`src/rtl/seq_detector_param.sv`:
```
// seq_detector_param
// Serial pattern detector for a qualified 1-bit stream. The state is the
// length of the longest pattern prefix that ends the accepted stream.
// Mismatches fall back through KMP failure links. The links are resolved at
// elaboration into a constant next-state table.
// Match output is either Mealy (combinational) or Moore (registered).
// Restart after a hit is either overlapping or from empty.
// Match counter saturates at its maximum value.
// Optional feature: define SEQ_DET_FIRST_EN to add the first_vld/first_idx
// outputs. These record the stream index of the first hit after reset or clr.
module seq_detector_param #(
  parameter int                 PAT_LEN = 4,
  parameter logic [PAT_LEN-1:0] PATTERN = 4'b1011,
  parameter bit                 OVERLAP = 1'b1,
  parameter bit                 MOORE   = 1'b0,
  parameter int                 CNT_W   = 8
) (
  input  logic                         clk,
  input  logic                         areset,
  input  logic                         in_valid,
  input  logic                         in_bit,
  input  logic                         clr,
  output logic                         match,
  output logic [CNT_W-1:0]             match_cnt,
  output logic [$clog2(PAT_LEN+1)-1:0] state_dbg
`ifdef SEQ_DET_FIRST_EN
  ,
  output logic                         first_vld,
  output logic [15:0]                  first_idx
`endif
);

  localparam int SW    = $clog2(PAT_LEN + 1);
  localparam int TAB_W = 2 * PAT_LEN * SW;

  // Bit of the pattern expected after a prefix of length i has been seen.
  function automatic bit pat_bit(input int i);
    return PATTERN[PAT_LEN-1-i];
  endfunction

  // Failure link: length of the longest proper border of the k-bit prefix.
  function automatic int fail_len(input int k);
    int best;
    bit ok;
    best = 0;
    for (int l = 1; l < k; l++) begin
      ok = 1'b1;
      for (int j = 0; j < l; j++)
        if (pat_bit(j) != pat_bit(k - l + j)) ok = 1'b0;
      if (ok) best = l;
    end
    return best;
  endfunction

  // Next prefix length from state s on bit b, walking failure links on mismatch.
  function automatic int kmp_step(input int s, input bit b);
    int  t;
    int  res;
    bit  done;
    t    = s;
    res  = 0;
    done = 1'b0;
    for (int n = 0; n <= PAT_LEN; n++) begin
      if (!done) begin
        if (t < PAT_LEN && pat_bit(t) == b) begin
          res  = t + 1;
          done = 1'b1;
        end else if (t == 0) begin
          done = 1'b1;
        end else begin
          t = fail_len(t);
        end
      end
    end
    return res;
  endfunction

  // Packs kmp_step for every (state, bit) pair into one constant vector.
  function automatic logic [TAB_W-1:0] build_tab();
    logic [TAB_W-1:0] tab;
    tab = '0;
    for (int s = 0; s < PAT_LEN; s++)
      for (int b = 0; b < 2; b++)
        tab[(2*s+b)*SW +: SW] = SW'(kmp_step(s, 1'(b)));
    return tab;
  endfunction

  localparam logic [TAB_W-1:0] NEXT_TAB = build_tab();
  localparam int               RESUME   = OVERLAP ? fail_len(PAT_LEN) : 0;
  localparam logic [SW-1:0]    S_FULL   = SW'(PAT_LEN);
  localparam logic [SW-1:0]    S_RESUME = SW'(RESUME);

  // The state is a prefix length, so it is kept as a number rather than an enum.
  logic [SW-1:0] state_q;
  logic [SW-1:0] state_d;
  logic [SW-1:0] eff_s;
  logic [SW-1:0] step_s;
  logic          accept;
  logic          complete;
  logic          flag_q;

  // Next-state and completion decode; PAT_LEN (Moore only) behaves as the resume state.
  always_comb begin
    // NOTE: every signal driven here gets a value before any branch, so no latch is inferred.
    accept   = in_valid & ~clr;
    eff_s    = (state_q == S_FULL) ? S_RESUME : state_q;
    step_s   = NEXT_TAB[int'({eff_s, in_bit}) * SW +: SW];
    complete = accept & (step_s == S_FULL);
    state_d  = state_q;
    if (clr) begin
      state_d = '0;
    end else if (in_valid) begin
      if (complete) state_d = MOORE ? S_FULL : S_RESUME;
      else          state_d = step_s;
    end
  end

  // Prefix-length state register.
  always_ff @(posedge clk or posedge areset) begin
    // NOTE: non-blocking assignments make every flop sample pre-edge values.
    if (areset) state_q <= '0;
    else        state_q <= state_d;
  end

  // Moore match flag and saturating match counter.
  always_ff @(posedge clk or posedge areset) begin
    if (areset) begin
      flag_q    <= 1'b0;
      match_cnt <= '0;
    end else if (clr) begin
      flag_q    <= 1'b0;
      match_cnt <= '0;
    end else begin
      flag_q <= complete;
      if (complete && match_cnt != '1) match_cnt <= match_cnt + 1'b1;
    end
  end

  assign match     = MOORE ? flag_q : (complete & ~areset);
  assign state_dbg = state_q;

`ifdef SEQ_DET_FIRST_EN
  logic [15:0] bit_idx;

  // Accepted-bit index and sticky capture of the first completing index.
  always_ff @(posedge clk or posedge areset) begin
    if (areset) begin
      bit_idx   <= '0;
      first_vld <= 1'b0;
      first_idx <= '0;
    end else if (clr) begin
      bit_idx   <= '0;
      first_vld <= 1'b0;
      first_idx <= '0;
    end else if (accept) begin
      if (bit_idx != 16'hFFFF) bit_idx <= bit_idx + 16'd1;
      if (complete && !first_vld) begin
        first_vld <= 1'b1;
        first_idx <= bit_idx;
      end
    end
  end
`endif

endmodule

```
`config.mk`:
```
export PLATFORM = sky130hd
export DESIGN_NAME = seq_detector_param
export DESIGN_NICKNAME = d
export VERILOG_FILES = /design/src/rtl/seq_detector_param.sv
export SDC_FILE = /design/constraint.sdc
export NUM_CORES = 1
export LEC_CHECK = 0
export CAP_MARGIN = 20
export CORE_AREA = 2 2 45 47
export DETAILED_ROUTE_END_ITERATION = 10
export DIE_AREA = 0 0 47 49
export PLACE_DENSITY = 0.7
export SLEW_MARGIN = 20
export SYNTH_ARGS = -nofsm -noshare
export SYNTH_HDL_FRONTEND = slang
export SYNTH_SLANG_ARGS = --single-unit
```
`constraint.sdc`:
```
create_clock -name clk -period 3.9 [get_ports clk]
set_clock_uncertainty 0.2 [all_clocks]
set_input_delay 0.975 -clock clk [delete_from_list [all_inputs] [get_ports clk]]
set_output_delay 0.975 -clock clk [all_outputs]
set_load 0.005 [all_outputs]
```
======== Word-level counts from Yosys, hierarchy flattened ========
Cells that the tools add are included.
operators by class
  muxes and demuxes ....................... 6
  order comparisons ....................... 0
  equal/unequal tests ..................... 3
  reduce and logical (&&, ||, !) cells .... 3
  add/sub/neg operators ................... 1
  shifts and indexed selects .............. 1
  bitwise operators ....................... 5
  multipliers ............................. 1
  divide/modulo/power cells ............... 0
operators with widths
  cell                                                        count
  variable part select 24 x 7 -> 3 bit, first input constant  1
  two-way mux 8 bit                                           2
  two-way mux 3 bit                                           4
  adder 8 x 1 -> 8 bit, second input constant                 1
  inequality test 8 bit, second input constant                1
  == test 3 bit, second input constant                        2
  multiplier 4 x 2 -> 6 bit, second input constant            1
  nonzero test 2 bit                                          2
  bitwise AND 1 bit                                           3
  inverter 1 bit                                              2
  logical AND 1 bit                                           1
word-level totals
  ROM bits ................................ 0
  bits in writable memories ............... 0
  input port bits ......................... 5
  latch bits .............................. 0
  logic and storage cells ................. 22
  output and inout bits ................... 12
  flip-flop bits (word level) ............. 11
  memories kept ........................... 0

======== Depth between registers and ports, before layout ========
  depth in word-level cells ............... 9
  mapped depth ............................ 10
  mapped depth without buffers ............ 8

======== Worst setup path after synthesis ========
OpenSTA, ideal clock, no wires.
  path kind ............................... input-to-output
  start point ............................. input port in_bit
  end point ............................... output port match
  cell stages on the path ................. 5
  data arrival time ....................... 1869 ps
  slack ................................... 856 ps
  path buffers ............................ 1
  cells stage by stage .................... ha_1 mux2i_4 o221ai_2 buf_2 nor3_1
on the way
  cells in the longest elaborated chain, start to end .. 5
RTL lines
  what                                  line  RTL
  from (decl)                           21    input logic in_bit,
  multiplier 4 x 2 -> 6 bit             107   step_s = NEXT_TAB[int'({eff_s, in_bit}) * SW +: SW];
  variable part select 24 x 7 -> 3 bit  107
  == test 3 bit                         108   complete = accept & (step_s == S_FULL);
  bitwise AND 1 bit                     108
  bitwise AND 1 bit                     139   assign match = MOORE ? flag_q : (complete & ~areset);
  to (decl)                             23    output logic match,
Every way passes these cells.

======== Worst setup path in the final report ========
  start point ............................. input port clr
  end point ............................... output port match
on the way
  cells in the longest elaborated chain, start to end .. 4
RTL lines
  what               line  RTL
  from (decl)        22    input logic clr,
  inverter 1 bit     105   accept = in_valid & ~clr;
  bitwise AND 1 bit  105
  bitwise AND 1 bit  108
  bitwise AND 1 bit  139
Every way passes these cells.

==> flow_summary.toml <==
[run_status]
outcome = "finished clean"

[setup_path]
crit_type = "primary input to primary output"
rr_startpoint = "state_dbg[1]"
cp_data_required_time_ns = 2.72
worstRegToRegCells = 9
r2r-end = "match_cnt[6]"
arrival_ns = 2.50
worstSetupEndpointType = "primary output"
startpoint_type = "primary input"
worstPathMaxFanout = 2
timing.critical_path.from = "clr"
r2r_slack_ns = 1.39

[placed_design]
place_area_um2 = 1000
hpwl_mm = 1.33
gp_congestion = 0.793
place_ws_ns = -0.0102
io_buffers = 16

[timing]
slew_headroom = 0.695
worst_slack_ns = 0.223
grt_setup_unrepaired = "false"
hold_slack_ns = 0.393
setup-tns-final_ns = 0
worst_pin_slew_ns = 0.456
min_period_ns = 3.68
finalSetupViolations = 0
finalCritPeriodShare = 0.943
finalHoldViolCount = 0
fmax_mhz = 272
slew_viol_final = 0

[drt]
drt-total-wl_mm = 1.88
drcViolationCount = 0
routedWlPerCell_um = 14.2
dr.pass1.iters = 4
drt_iter0_drc = 19
detail_route.vias_per_cell = 5.72
postRouteAntennaNets = 0
vias = 755

[yosys]
synth.avg_cell_area_um2 = 9.58
syn_area_um2 = 786
synth.ff_latch_count = 11
synthTopCellsByArea = "dfrtp_1 (35%), o311ai_0 (6.7%), o41ai_1 (6.7%), ha_1 (6.4%), o21ai_0 (3.8%)"
yosysSeqAreaShare = 0.350
ys_warn_count = 0
yosysTopAreaCellShare = 0.350
syn_nets = 91
yosysTopAreaCell = "dfrtp_1"
syn-instance-count = 82
synth_cell_types = 29

[finish]
fillers = 185
nNetsFinal = 115
antenna_cells = 0
area_delta_synth_final_pct = 30.9
finalInstanceArea_um2 = 1030
drive_above_1_share = 0.171

[floorplan]
fp.coreArea_um2 = 1840
rows = 16
boundaryPins = 17
start_util = 0.427
dieArea_um2 = 2300
die_x_um = 47
fp.dieH_um = 49

[pwr]
max-vdd-ir-drop_mv = 0.202
leakagePower_nw = 0.419
power_density_nw_per_um2 = 239
p_total_uw = 246

[clocking]
cts_buffer_depth = 2
cts-root-buf = "clkbuf_4"
htree_levels = 1
clock_latency_ns = 0.27
hold_buffers = 0
clock_sinks = 11
cts_tree = "built"
path_clk_slew_ns = 0.07
numCtsBuffers = 3

[global_routing]
grt_max_degree = 18
first_global_vias = 720
grt_overflow = 0
grtUsageTotal = 0.189
grt_first_pass_wirelength_mm = 3.24
antenna_found_initial = 0

[min_path]
hold_end = "match_cnt[0]"
hold_path.class = "flip-flop to flip-flop"
holdPathStages = 1
min_from = "match_cnt[0]"

[job]
drv_cap = 0
cells in the mapped netlist:
cell,number
nand2b_1,3
dfrtp_1,11
nand4_1,3
or4_1,2
mux2i_4,1
a2111o_1,1
buf_6,1
a21o_1,1
a211oi_1,1
mux2i_1,1
o21ai_0,6
buf_2,2
inv_1,7
nor2_1,4
ha_1,4
o311ai_0,6
and4bb_2,1
or3b_2,1
o41ai_1,6
o31ai_1,2
and3_1,4
nand2_1,2
nor3_1,1
o221ai_2,1
nand3_1,2
or2_2,4
nand3_2,1
o211ai_1,1
a21oi_1,2
critical path, cell delays in order:
cell             delay, ns
clkdlybuf4s50_1       0.44
and4bb_2              0.33
nand3_2               0.09
nor3_1                0.14
clkdlybuf4s50_1       0.52
cells by family (layout without fill, tap and decap cells):
group	count (synthesis)	after routing	synth area share
AO/OA/AOI/OAI	27	27	0.266
adder cells (fa/ha/maj)	4	4	0.0637
buffers and inverters	10	33	0.0605
flip-flops	11	11	0.350
multiplexers	2	2	0.0414
AND/OR/NAND/NOR	28	28	0.218
through the flow:
stage,util,cells
floorplan,-,82
global placement,0.545,128
detailed placement,0.545,128
CTS,0.558,132
global route,0.558,132
finish,0.558,132
repair_timing:
action | in CTS | in global routing
endpoints found under the setup margin | 1 | 0
buffers inserted | 0 | 0
gates resized for setup | 1 | 0
per-layer routing:
| metal | GRT usage | vias up | wire, um |
|---|---|---|---|
| met5 | 0 | - | 0 |
| met4 | 0.0648 | 0 | 0 |
| met3 | 0.0333 | 0 | 50 |
| met2 | 0.281 | 16 | 913 |
| met1 | 0.271 | 361 | 912 |
| li1 | - | 378 | - |
cell usage in the layout (no fill, tap or decap):
| master | n |
|---|---|
| ha_1 | 4 |
| a21o_1 | 1 |
| nand2_1 | 2 |
| mux2i_4 | 1 |
| nor3_1 | 1 |
| clkdlybuf4s50_1 | 15 |
| dlygate4sd2_1 | 1 |
| nand2b_1 | 3 |
| a21oi_1 | 2 |
| o221ai_2 | 1 |
| clkbuf_1 | 1 |
| o41ai_1 | 6 |
| nand3_2 | 1 |
| o21ai_0 | 6 |
| or4_1 | 2 |
| a2111o_1 | 1 |
| or3b_2 | 1 |
| o211ai_1 | 1 |
| mux2i_1 | 1 |
| o311ai_0 | 6 |
| nand3_1 | 2 |
| nor2_1 | 4 |
| or2_2 | 4 |
| a211oi_1 | 1 |
| dfrtp_1 | 11 |
| o31ai_1 | 2 |
| buf_4 | 6 |
| and4bb_2 | 1 |
| inv_1 | 7 |
| clkbuf_4 | 3 |
| nand4_1 | 3 |
| and3_1 | 4 |
area by class of cell:
type                            instances  area, um2  share of cell area
Inverter                                7       26.3              0.0255
Timing Repair Buffer                   22        204               0.198
Sequential cell                        11        275               0.268
Multi-Input combinational cell         61        463               0.450
Tap cell                               27       33.8              0.0328
Clock buffer                            4       26.3              0.0255
worst max-delay path by stage:
stage | to | depth (start not counted)
finish | match | 5
global route | match | 5
CTS | match | 5
detailed placement | match | 7
global placement | match | 7
floorplan | match | 5
registers in the layout, summed over array words and instances, names as in the netlist:
signal	cells
match_cnt	8
state_dbg	3
where the power goes:
group	total (mW)	leakage, nW	internal [mW]	switching, mW
Combinational	0.0460	0.251	0.0222	0.0238
Sequential	0.120	0.152	0.116	0.00466
Clock	0.0797	0.0150	0.0395	0.0401
Total	0.246	0.419	0.177	0.0686
No activity file was read; power rests on OpenSTA's default activity.
